### src/rtl/logic_chain_pkg.sv
// Shared types and lane-level functions for the pipelined XOR/OR/AND chain.
// All operations are bitwise, so each function works on one lane and is replicated over WIDTH.
package logic_chain_pkg;

    typedef struct packed {
        logic x;
        logic o;
        logic a;
    } chain_state_t;

    function automatic int num_stages(input int iter, input int reg_every);
        return (iter + reg_every - 1) / reg_every;
    endfunction

    function automatic chain_state_t chain_seed(
        input logic a,
        input logic b,
        input logic c,
        input logic d,
        input logic e,
        input logic f
    );
        logic n1;
        logic n2;
        logic n3;
        chain_state_t s;
        n1  = ~(a & b);
        n2  = c | d;
        n3  = e ^ f;
        s.x = n3 | n1;
        s.o = (n1 & n2) | n3;
        s.a = (n2 ^ s.x) & s.o;
        return s;
    endfunction

    // Each field uses the already-updated value of the previous one.
    function automatic chain_state_t chain_step(input chain_state_t s);
        chain_state_t r;
        r.x = s.x ^ s.a;
        r.o = s.o | r.x;
        r.a = s.a & r.o;
        return r;
    endfunction

    // Returns {y1, y2, y3} for one lane.
    function automatic logic [2:0] chain_out(input chain_state_t s);
        return {s.x ^ s.a, s.o | s.a, s.a & s.x};
    endfunction

endpackage

### src/rtl/logic_chain_stage.sv
// One pipeline stage: applies N_STEPS chain iterations to the incoming state and
// holds the result plus its valid flag in an enabled register.
module logic_chain_stage
    import logic_chain_pkg::*;
#(
    parameter int WIDTH   = 4,
    parameter int N_STEPS = 2
) (
    input  logic                     clk,
    input  logic                     rst,
    input  logic                     en,
    input  logic                     in_valid,
    input  chain_state_t [WIDTH-1:0] in_state,
    output logic                     out_valid,
    output chain_state_t [WIDTH-1:0] out_state
);

    chain_state_t [WIDTH-1:0] state_next;
    chain_state_t [WIDTH-1:0] state_reg;
    logic                     valid_reg;

    always_comb begin
        state_next = in_state;
        for (int l = 0; l < WIDTH; l++) begin
            for (int s = 0; s < N_STEPS; s++) begin
                state_next[l] = chain_step(state_next[l]);
            end
        end
    end

    // Data only moves with a valid word so the output holds its last result across bubbles.
    always_ff @(posedge clk or posedge rst) begin
        if (rst) begin
            valid_reg <= 1'b0;
            state_reg <= '0;
        end else if (en) begin
            valid_reg <= in_valid;
            if (in_valid) begin
                state_reg <= state_next;
            end
        end
    end

    assign out_valid = valid_reg;
    assign out_state = state_reg;

endmodule

### src/rtl/logic_chain_pipe.sv
// Bit-sliced iterated XOR/OR/AND chain split into ceil(ITER/REG_EVERY) stages
// behind a bubble-collapsing valid/ready handshake.
module logic_chain_pipe
    import logic_chain_pkg::*;
#(
    parameter int WIDTH     = 4,
    parameter int ITER      = 4,
    parameter int REG_EVERY = 2
) (
    input  logic             clk,
    input  logic             rst,
    input  logic [WIDTH-1:0] a,
    input  logic [WIDTH-1:0] b,
    input  logic [WIDTH-1:0] c,
    input  logic [WIDTH-1:0] d,
    input  logic [WIDTH-1:0] e,
    input  logic [WIDTH-1:0] f,
    input  logic             in_valid,
    output logic             in_ready,
    output logic [WIDTH-1:0] y1,
    output logic [WIDTH-1:0] y2,
    output logic [WIDTH-1:0] y3,
    output logic             out_valid,
    input  logic             out_ready
);

    localparam int S = num_stages(ITER, REG_EVERY);

    chain_state_t [WIDTH-1:0] seed_state;
    chain_state_t [WIDTH-1:0] stage_in_state [S];
    chain_state_t [WIDTH-1:0] stage_state    [S];
    logic [S-1:0]             stage_in_valid;
    logic [S-1:0]             stage_valid;
    logic [S-1:0]             stage_en;

    always_comb begin
        seed_state = '0;
        for (int l = 0; l < WIDTH; l++) begin
            seed_state[l] = chain_seed(a[l], b[l], c[l], d[l], e[l], f[l]);
        end
    end

    // A stage may load when it is empty or when everything downstream can advance.
    always_comb begin
        stage_en        = '0;
        stage_en[S-1]   = ~stage_valid[S-1] | out_ready;
        for (int k = S - 2; k >= 0; k--) begin
            stage_en[k] = ~stage_valid[k] | stage_en[k+1];
        end
    end

    genvar gi;
    generate
        for (gi = 0; gi < S; gi++) begin : g_stage
            localparam int STEPS = (gi == S - 1) ? (ITER - (S - 1) * REG_EVERY) : REG_EVERY;

            if (gi == 0) begin : g_head
                assign stage_in_state[gi] = seed_state;
                assign stage_in_valid[gi] = in_valid;
            end else begin : g_body
                assign stage_in_state[gi] = stage_state[gi-1];
                assign stage_in_valid[gi] = stage_valid[gi-1];
            end

            logic_chain_stage #(
                .WIDTH   (WIDTH),
                .N_STEPS (STEPS)
            ) u_stage (
                .clk       (clk),
                .rst       (rst),
                .en        (stage_en[gi]),
                .in_valid  (stage_in_valid[gi]),
                .in_state  (stage_in_state[gi]),
                .out_valid (stage_valid[gi]),
                .out_state (stage_state[gi])
            );
        end
    endgenerate

    always_comb begin
        y1 = '0;
        y2 = '0;
        y3 = '0;
        for (int l = 0; l < WIDTH; l++) begin
            {y1[l], y2[l], y3[l]} = chain_out(stage_state[S-1][l]);
        end
    end

    assign in_ready  = stage_en[0];
    assign out_valid = stage_valid[S-1];

endmodule

### config.mk
export PLATFORM = sky130hd
export DESIGN_NAME = logic_chain_pipe
export DESIGN_NICKNAME = d
export VERILOG_FILES = /design/src/rtl/logic_chain_pkg.sv /design/src/rtl/logic_chain_stage.sv /design/src/rtl/logic_chain_pipe.sv
export SDC_FILE = /design/constraint.sdc
export NUM_CORES = 1
export LEC_CHECK = 0
export CAP_MARGIN = 15
export CORE_MARGIN = 2
export CORE_UTILIZATION = 47
export CTS_CLUSTER_DIAMETER = 200
export DETAILED_ROUTE_END_ITERATION = 12
export PLACE_DENSITY = 0.83
export SLEW_MARGIN = 10
export SYNTH_ARGS = -nofsm -noshare
export SYNTH_HDL_FRONTEND = slang
export SYNTH_SLANG_ARGS = --single-unit
### constraint.sdc
create_clock -name clk -period 4.1 [get_ports clk]
set_clock_uncertainty 0.15 [all_clocks]
set_input_delay 0.615 -clock clk [delete_from_list [all_inputs] [get_ports clk]]
set_output_delay 0.615 -clock clk [all_outputs]
set_load 0.005 [all_outputs]
==> results of run 1 <==
[cells by family (layout without fill, tap and decap cells)]
logic type	count (synthesis)	count (layout)	synth area share (%)
DFF	22	22	45.7
and+or+nand+nor	22	22	13.1
muxes	18	18	16.6
adders and majority gates	12	12	12.5
buffers and inverters	12	56	4.37
xor gates and xnor gates	8	8	5.82
AOI/OAI and AO/OA	4	4	1.87
[final cells by class]
cell class	instances	area, um^2	area share [%]
Multi-Input combinational cell	64	601	35.8
Timing Repair Buffer	41	410	24.5
Sequential cell	22	551	32.8
Clock buffer	4	36.3	2.16
Tap cell	30	37.5	2.24
Inverter	11	41.3	2.46
[metal layers]
metal | vias up | routed length, um | track usage [%]
li1 | 411 | - | -
met1 | 417 | 787 | 19.1
met2 | 28 | 1150 | 32.3
met4 | 0 | 17 | 6.25
met3 | 2 | 106 | 2.46
met5 | - | 0 | 0
[synth_stat cells (2+ instances only)]
library cell / number / area share (%)
nor2b_1: 4 / 2.1
mux2i_1: 2 / 1.7
a21oi_1: 2 / 0.83
ha_1: 12 / 12
xnor2_1: 4 / 2.9
xor2_1: 4 / 2.9
a31oi_1: 2 / 1.0
nand2_4: 2 / 1.9
or2_2: 4 / 2.1
inv_1: 11 / 3.4
mux2_2: 16 / 15
dfrtp_1: 22 / 46
nor3_1: 4 / 1.7
nand3_1: 4 / 1.7
[flip-flops by register name (all words and copies together) (netlist names)]
name,cells
g_stage.u_stage.out_valid,2
g_stage.u_stage.out_state,20
[metrics by stage]
| stage | instance area, um^2 | power [uW] | util, % | cells |
|---|---|---|---|---|
| 5_1_grt | 1680 | 641 | 68.3 | 172 |
| 4_1_cts | 1680 | 603 | 68.3 | 172 |
| 3_3_place_gp | 1640 | 475 | 66.8 | 168 |
| 6_report | 1680 | 593 | 68.3 | 172 |
| 2_1_floorplan | 1200 | 376 | - | 98 |
| 3_5_place_dp | 1640 | 484 | 66.8 | 168 |
[layout by cell type (no fill, tap or decap)]
cell	count
xnor2_1	4
or2b_2	1
xor2_1	4
or2_2	4
nand2b_2	1
nand3b_4	1
mux2_2	16
mux2i_1	2
inv_1	11
a31oi_1	2
clkbuf_4	3
or2b_1	1
nand3_1	4
nand2_4	2
dfrtp_1	22
a21oi_1	2
clkbuf_8	1
nor2b_1	4
clkdlybuf4s50_1	41
nor3_1	4
ha_1	12
[final timing paths]
kind | start | endpoint | depth (start not counted)
min in group asynchronous | rst | g_stage[1].u_stage.out_state[4]$_DFFE_PP0P_ | 2
max in group asynchronous | rst | g_stage[0].u_stage.out_state[10]$_DFFE_PP0P_ | 2
hold / removal | g_stage[1].u_stage.out_state[10]$_DFFE_PP0P_ | g_stage[1].u_stage.out_state[10]$_DFFE_PP0P_ | 2
hold reg to reg | g_stage[1].u_stage.out_state[10]$_DFFE_PP0P_ | g_stage[1].u_stage.out_state[10]$_DFFE_PP0P_ | 2
setup / recovery | out_ready | in_ready | 3
setup reg to reg | g_stage[0].u_stage.out_state[6]$_DFFE_PP0P_ | g_stage[1].u_stage.out_state[8]$_DFFE_PP0P_ | 5
[where the power goes]
part	total, uW	switching, uW	internal (uW)
Clock	118	63.7	54.1
Combinational	201	66.9	134
Sequential	274	22.5	252
[worst max-delay path: stages]
cell,delay (ns)
clkdlybuf4s50_1,0.48
nand3b_4,0.15
clkdlybuf4s50_1,0.51
==> metrics.md, run 1 <==
| Metric | Value |
|---|---|
| Status | `completed` |
| Largest net degree at the start of global routing | `23` |
| Synth Net Count | `138` |
| Final worst setup slack | `1.57 ns` |
| Layout area overhead | `39.3%` |
| Final-report setup violation count | `0` |
| Final global-route overflow total | `0` |
| Final slew viol count | `0` |
| PwrDens | `354 nW/um^2` |
| Post-synth EDFFs | `0` |
| Setup TNS Final | `0 ns` |
| Hold buffers post-CTS | `0` |
| Post-Syn Area | `1200 um^2` |
| Total Wirelength | `2070 um` |
| CTS buffer count | `3` |
| Die W | `54.6 um` |
| Worst skew pair latency | `0.30 ns` |
| Synth warnings | `0` |
| Worst slew pin tran | `0.821 ns` |
| Slew headroom | `45.2%` |
| DR vias | `858` |
| Drt drc | `0` |
| Rows | `18` |
| Total Die Area | `2980 um^2` |
| Port bufs | `41` |
| Vias in the first global route | `835` |
| Avg Synthesized Cell Area | `12.3 um^2` |
| Netlist cell types | `19` |
| Worst path required time | `3.34 ns` |
| Core Box Area | `2450 um^2` |
| HPWL after DPL | `1730 um` |
| Critical path type | `primary input to output pin` |
| Number of synthesized register bits | `22` |
| Vias per cell | `4.99` |
| WP data arrival | `1.76 ns` |
| Initial Util | `49.0%` |
| Max Clock Freq | `396 MHz` |
| Number of gates resized after cts | `0` |
| Die Ht | `54.6 um` |
| Drt pass-1 iters | `3` |
| Initial antenna violation count | `0` |
| CTS clock-pin slew for the worst setup and hold paths | `0.12 ns` |
| Slack of the worst reg-to-reg path | `2.65 ns` |
| Post-layout min period | `2.53 ns` |
| Hold WC Path Type | `flip-flop to flip-flop` |
| CTS tree | `yes` |
| Final period util | `61.6%` |
| First-pass GRT wire length | `3620 um` |
| Iter 0 DRT Violations | `2` |
| # diodes | `0` |
| Wire per inst | `12.0 um` |
| Hold WS | `0.372 ns` |
| Largest fanout on the critical path | `3` |
| RSZ-0062 raised after global routing | `false` |
| Ys async rst share | `100%` |
| Max-cap check violation count | `0` |
| ANT nets after route | `0` |
| # IOs | `42` |
| Lkg Pwr | `0.000753 uW` |
| Setup repair bufs after CTS | `0` |
| Worst setup SP type | `primary input` |
| FILL cells | `197` |
| CTS Root Cell | `clkbuf_4` |
| Primary FF master, synth | `dfrtp_1` |
| GP Congestion | `0.685` |
| Share of layout cells above drive strength 1 | `20.4%` |
| All-Layer GR Usage | `17.1%` |
| CP Capture Type | `output pin` |
| NumNets Final | `183` |
| Pre-CTS setup slack | `1.57 ns` |
| Bufs on Longest Clock Path | `2` |
| Num Clock Sinks | `22` |
| Post-synthesis sequential area ratio | `45.7%` |
| Synth Instances | `98` |
| VDD IR-drop max | `0.245 mV` |
| Final hold vios | `0` |
| Htree depth | `1` |
No activity file was read; power rests on OpenSTA's default activity.
==> run 2, diff against run 1 <==
--- a/config.mk
+++ b/config.mk
@@ -7,10 +7,10 @@
 export LEC_CHECK = 0
 export CAP_MARGIN = 15
 export CORE_MARGIN = 2
-export CORE_UTILIZATION = 47
+export CORE_UTILIZATION = 40
 export CTS_CLUSTER_DIAMETER = 200
 export DETAILED_ROUTE_END_ITERATION = 12
-export PLACE_DENSITY = 0.83
+export PLACE_DENSITY = 0.75
 export SLEW_MARGIN = 10
 export SYNTH_ARGS = -nofsm -noshare
 export SYNTH_HDL_FRONTEND = slang
==> constraint.sdc (replaced) <==
create_clock -name clk -period 2.2 [get_ports clk]
set_clock_uncertainty 0.15 [all_clocks]
set_input_delay 0.33 -clock clk [delete_from_list [all_inputs] [get_ports clk]]
set_output_delay 0.33 -clock clk [all_outputs]
set_load 0.005 [all_outputs]
==> metrics.md, run 2 (synthesis results as in run 1) <==
| Metric | Value |
|---|---|
| Die W | `58.9 um (+7.8%)` |
| Initial antenna violation count | `0 (unchanged)` |
| RSZ-0062 raised after global routing | `false` |
| Most common cell after layout, fill and taps aside | `clkdlybuf4s50_1` |
| Max reg flops | `20 (unchanged)` |
| Final global-route overflow total | `0 (unchanged)` |
| Htree depth | `1 (unchanged)` |
| WP data arrival | `1.48 ns (-0.28 ns)` |
| HPWL after DPL | `1740 um (+0.35%)` |
| Share of layout cells above drive strength 1 | `20.4% (unchanged)` |
| Rows | `19 (+1)` |
| Slew headroom | `79.7% (+35 points)` |
| Most frequent cells in the layout | `clkdlybuf4s50_1 (41), dfrtp_1 (22), mux2_2 (16)` |
| Post-layout min period | `1.96 ns` |
| Final period util | `89.3%` |
| Total power | `1060 uW (+79%)` |
| ANT nets after route | `0 (unchanged)` |
| Initial Util | `42.9% (-6.1 points)` |
| CTS buffer count | `3 (unchanged)` |
| Worst slew pin tran | `0.304 ns (-0.517 ns)` |
| VDD IR-drop max | `0.281 mV (+15%)` |
| Max Clock Freq | `509 MHz` |
| CTS clock-pin slew for the worst setup and hold paths | `0.11 ns (about the same)` |
| CTS Root Cell | `clkbuf_4` |
| Wire per inst | `12.1 um (+0.67%)` |
| Non-filler cells in the finished layout | `173 (+0.58%)` |
| Total Die Area | `3460 um^2 (+16%)` |
| Drt drc | `0 (unchanged)` |
| Vias per cell | `4.85 (-2.8%)` |
| Largest fanout on the critical path | `3 (unchanged)` |
| Hold WC Path Type | `primary input to asynchronous set/reset pin` |
| Num Clock Sinks | `22 (unchanged)` |
| # IOs | `42 (unchanged)` |
| FILL cells | `250 (+27%)` |
| Worst setup SP type | `flip-flop` |
| Largest net degree at the start of global routing | `23 (unchanged)` |
| CTS tree | `yes` |
| Bufs on Longest Clock Path | `2 (unchanged)` |
| Critical path type | `flip-flop to output pin` |
| Slack of the worst reg-to-reg path | `0.78 ns (-1.87 ns)` |
| Lkg Pwr | `0.000751 uW (-0.32%)` |
| Final-report setup violation count | `0 (unchanged)` |
| Iter 0 DRT Violations | `9 (+7)` |
| PwrDens | `636 nW/um^2 (+80%)` |
| Final hold vios | `0 (unchanged)` |
| DR vias | `839 (-2.2%)` |
| Worst path required time | `1.72 ns (-1.62 ns)` |
| Setup repair bufs after CTS | `0 (unchanged)` |
| # diodes | `0 (unchanged)` |
| Final slew viol count | `0 (unchanged)` |
| Placed Instances | `170 (+1.2%)` |
| NumNets Final | `184 (+0.55%)` |
| Hold buffers post-CTS | `0 (unchanged)` |
| All-Layer GR Usage | `13.6% (-3.5 points)` |
| Max-cap check violation count | `0 (unchanged)` |
| Status | `completed` |
| First-pass GRT wire length | `3520 um (-2.7%)` |
| Final core occ | `59.6% (-8.7 points)` |
| Layout area overhead | `38.9%` |
| GP Congestion | `0.740 (+8.0%)` |
| Number of gates resized after cts | `0 (unchanged)` |
| CP Capture Type | `output pin` |
| Die Ht | `58.9 um (+7.8%)` |
| Total Wirelength | `2090 um (+1.3%)` |
| Setup TNS Final | `0 ns (unchanged)` |
| Vias in the first global route | `847 (+1.4%)` |
| Port bufs | `41 (unchanged)` |
| Worst skew pair latency | `0.30 ns (about the same)` |
| Drt pass-1 iters | `2 (-1)` |
| Core Box Area | `2810 um^2 (+14%)` |
==> run 2: cell types whose count changed in the layout (fill, tap and decap cells not counted) <==
cell | previous run | this run
buf_4 | 0 | 1
clkbuf_8 | 1 | 0
==> run 2: final timing paths <==
| kind | startpoint | endpoint | cells after the start |
|---|---|---|---|
| max reg2reg | g_stage[0].u_stage.out_state[6]$_DFFE_PP0P_ | g_stage[1].u_stage.out_state[8]$_DFFE_PP0P_ | 4 |
| min | rst | g_stage[1].u_stage.out_state[11]$_DFFE_PP0P_ | 3 |
| min in group clk | g_stage[1].u_stage.out_state[10]$_DFFE_PP0P_ | g_stage[1].u_stage.out_state[10]$_DFFE_PP0P_ | 2 |
| max | g_stage[1].u_stage.out_state[0]$_DFFE_PP0P_ | y1[0] | 2 |
| max in group asynchronous | rst | g_stage[0].u_stage.out_state[0]$_DFFE_PP0P_ | 3 |
| min reg2reg | g_stage[1].u_stage.out_state[10]$_DFFE_PP0P_ | g_stage[1].u_stage.out_state[10]$_DFFE_PP0P_ | 2 |
==> run 2: metal layers <==
metal / up-vias / routed length, um / GRT usage [%]
li1: 415 / - / -
met1: 402 / 789 / 14.6
met2: 20 / 1200 / 25.6
met3: 2 / 75 / 1.98
met4: 0 / 27 / 6.82
met5: - / 0 / 0
==> run 2: area by class of cell <==
class / instances / area [um^2] / share of cell area [%]
Multi-Input combinational cell: 64 / 601 / 35.9
Sequential cell: 22 / 551 / 32.9
Timing Repair Buffer: 42 / 418 / 25.0
Inverter: 11 / 41.3 / 2.47
Tap cell: 31 / 38.8 / 2.32
Clock buffer: 3 / 22.5 / 1.35
==> run 2: stage by stage <==
stage / hold slack, ns / setup slack, ns / cell area [um^2]
finish: 0.201 / 0.236 / 1670
global route: 0.227 / 0.161 / 1670
CTS: 0.204 / 0.207 / 1670
detailed placement: 0.349 / 0.261 / 1650
global placement: 0.338 / 0.273 / 1650
floorplan: 0.169 / 0.857 / 1200
==> run 2: power by group <==
| group | switching (uW) | internal [uW] |
|---|---|---|
| registers | 42.3 | 470 |
| clock network | 112 | 63.7 |
| logic | 124 | 251 |
==> run 2: critical path, stage by stage, from the launching register on <==
cell	delay, ns
dfrtp_1	0.42
ha_1	0.28
clkdlybuf4s50_1	0.49
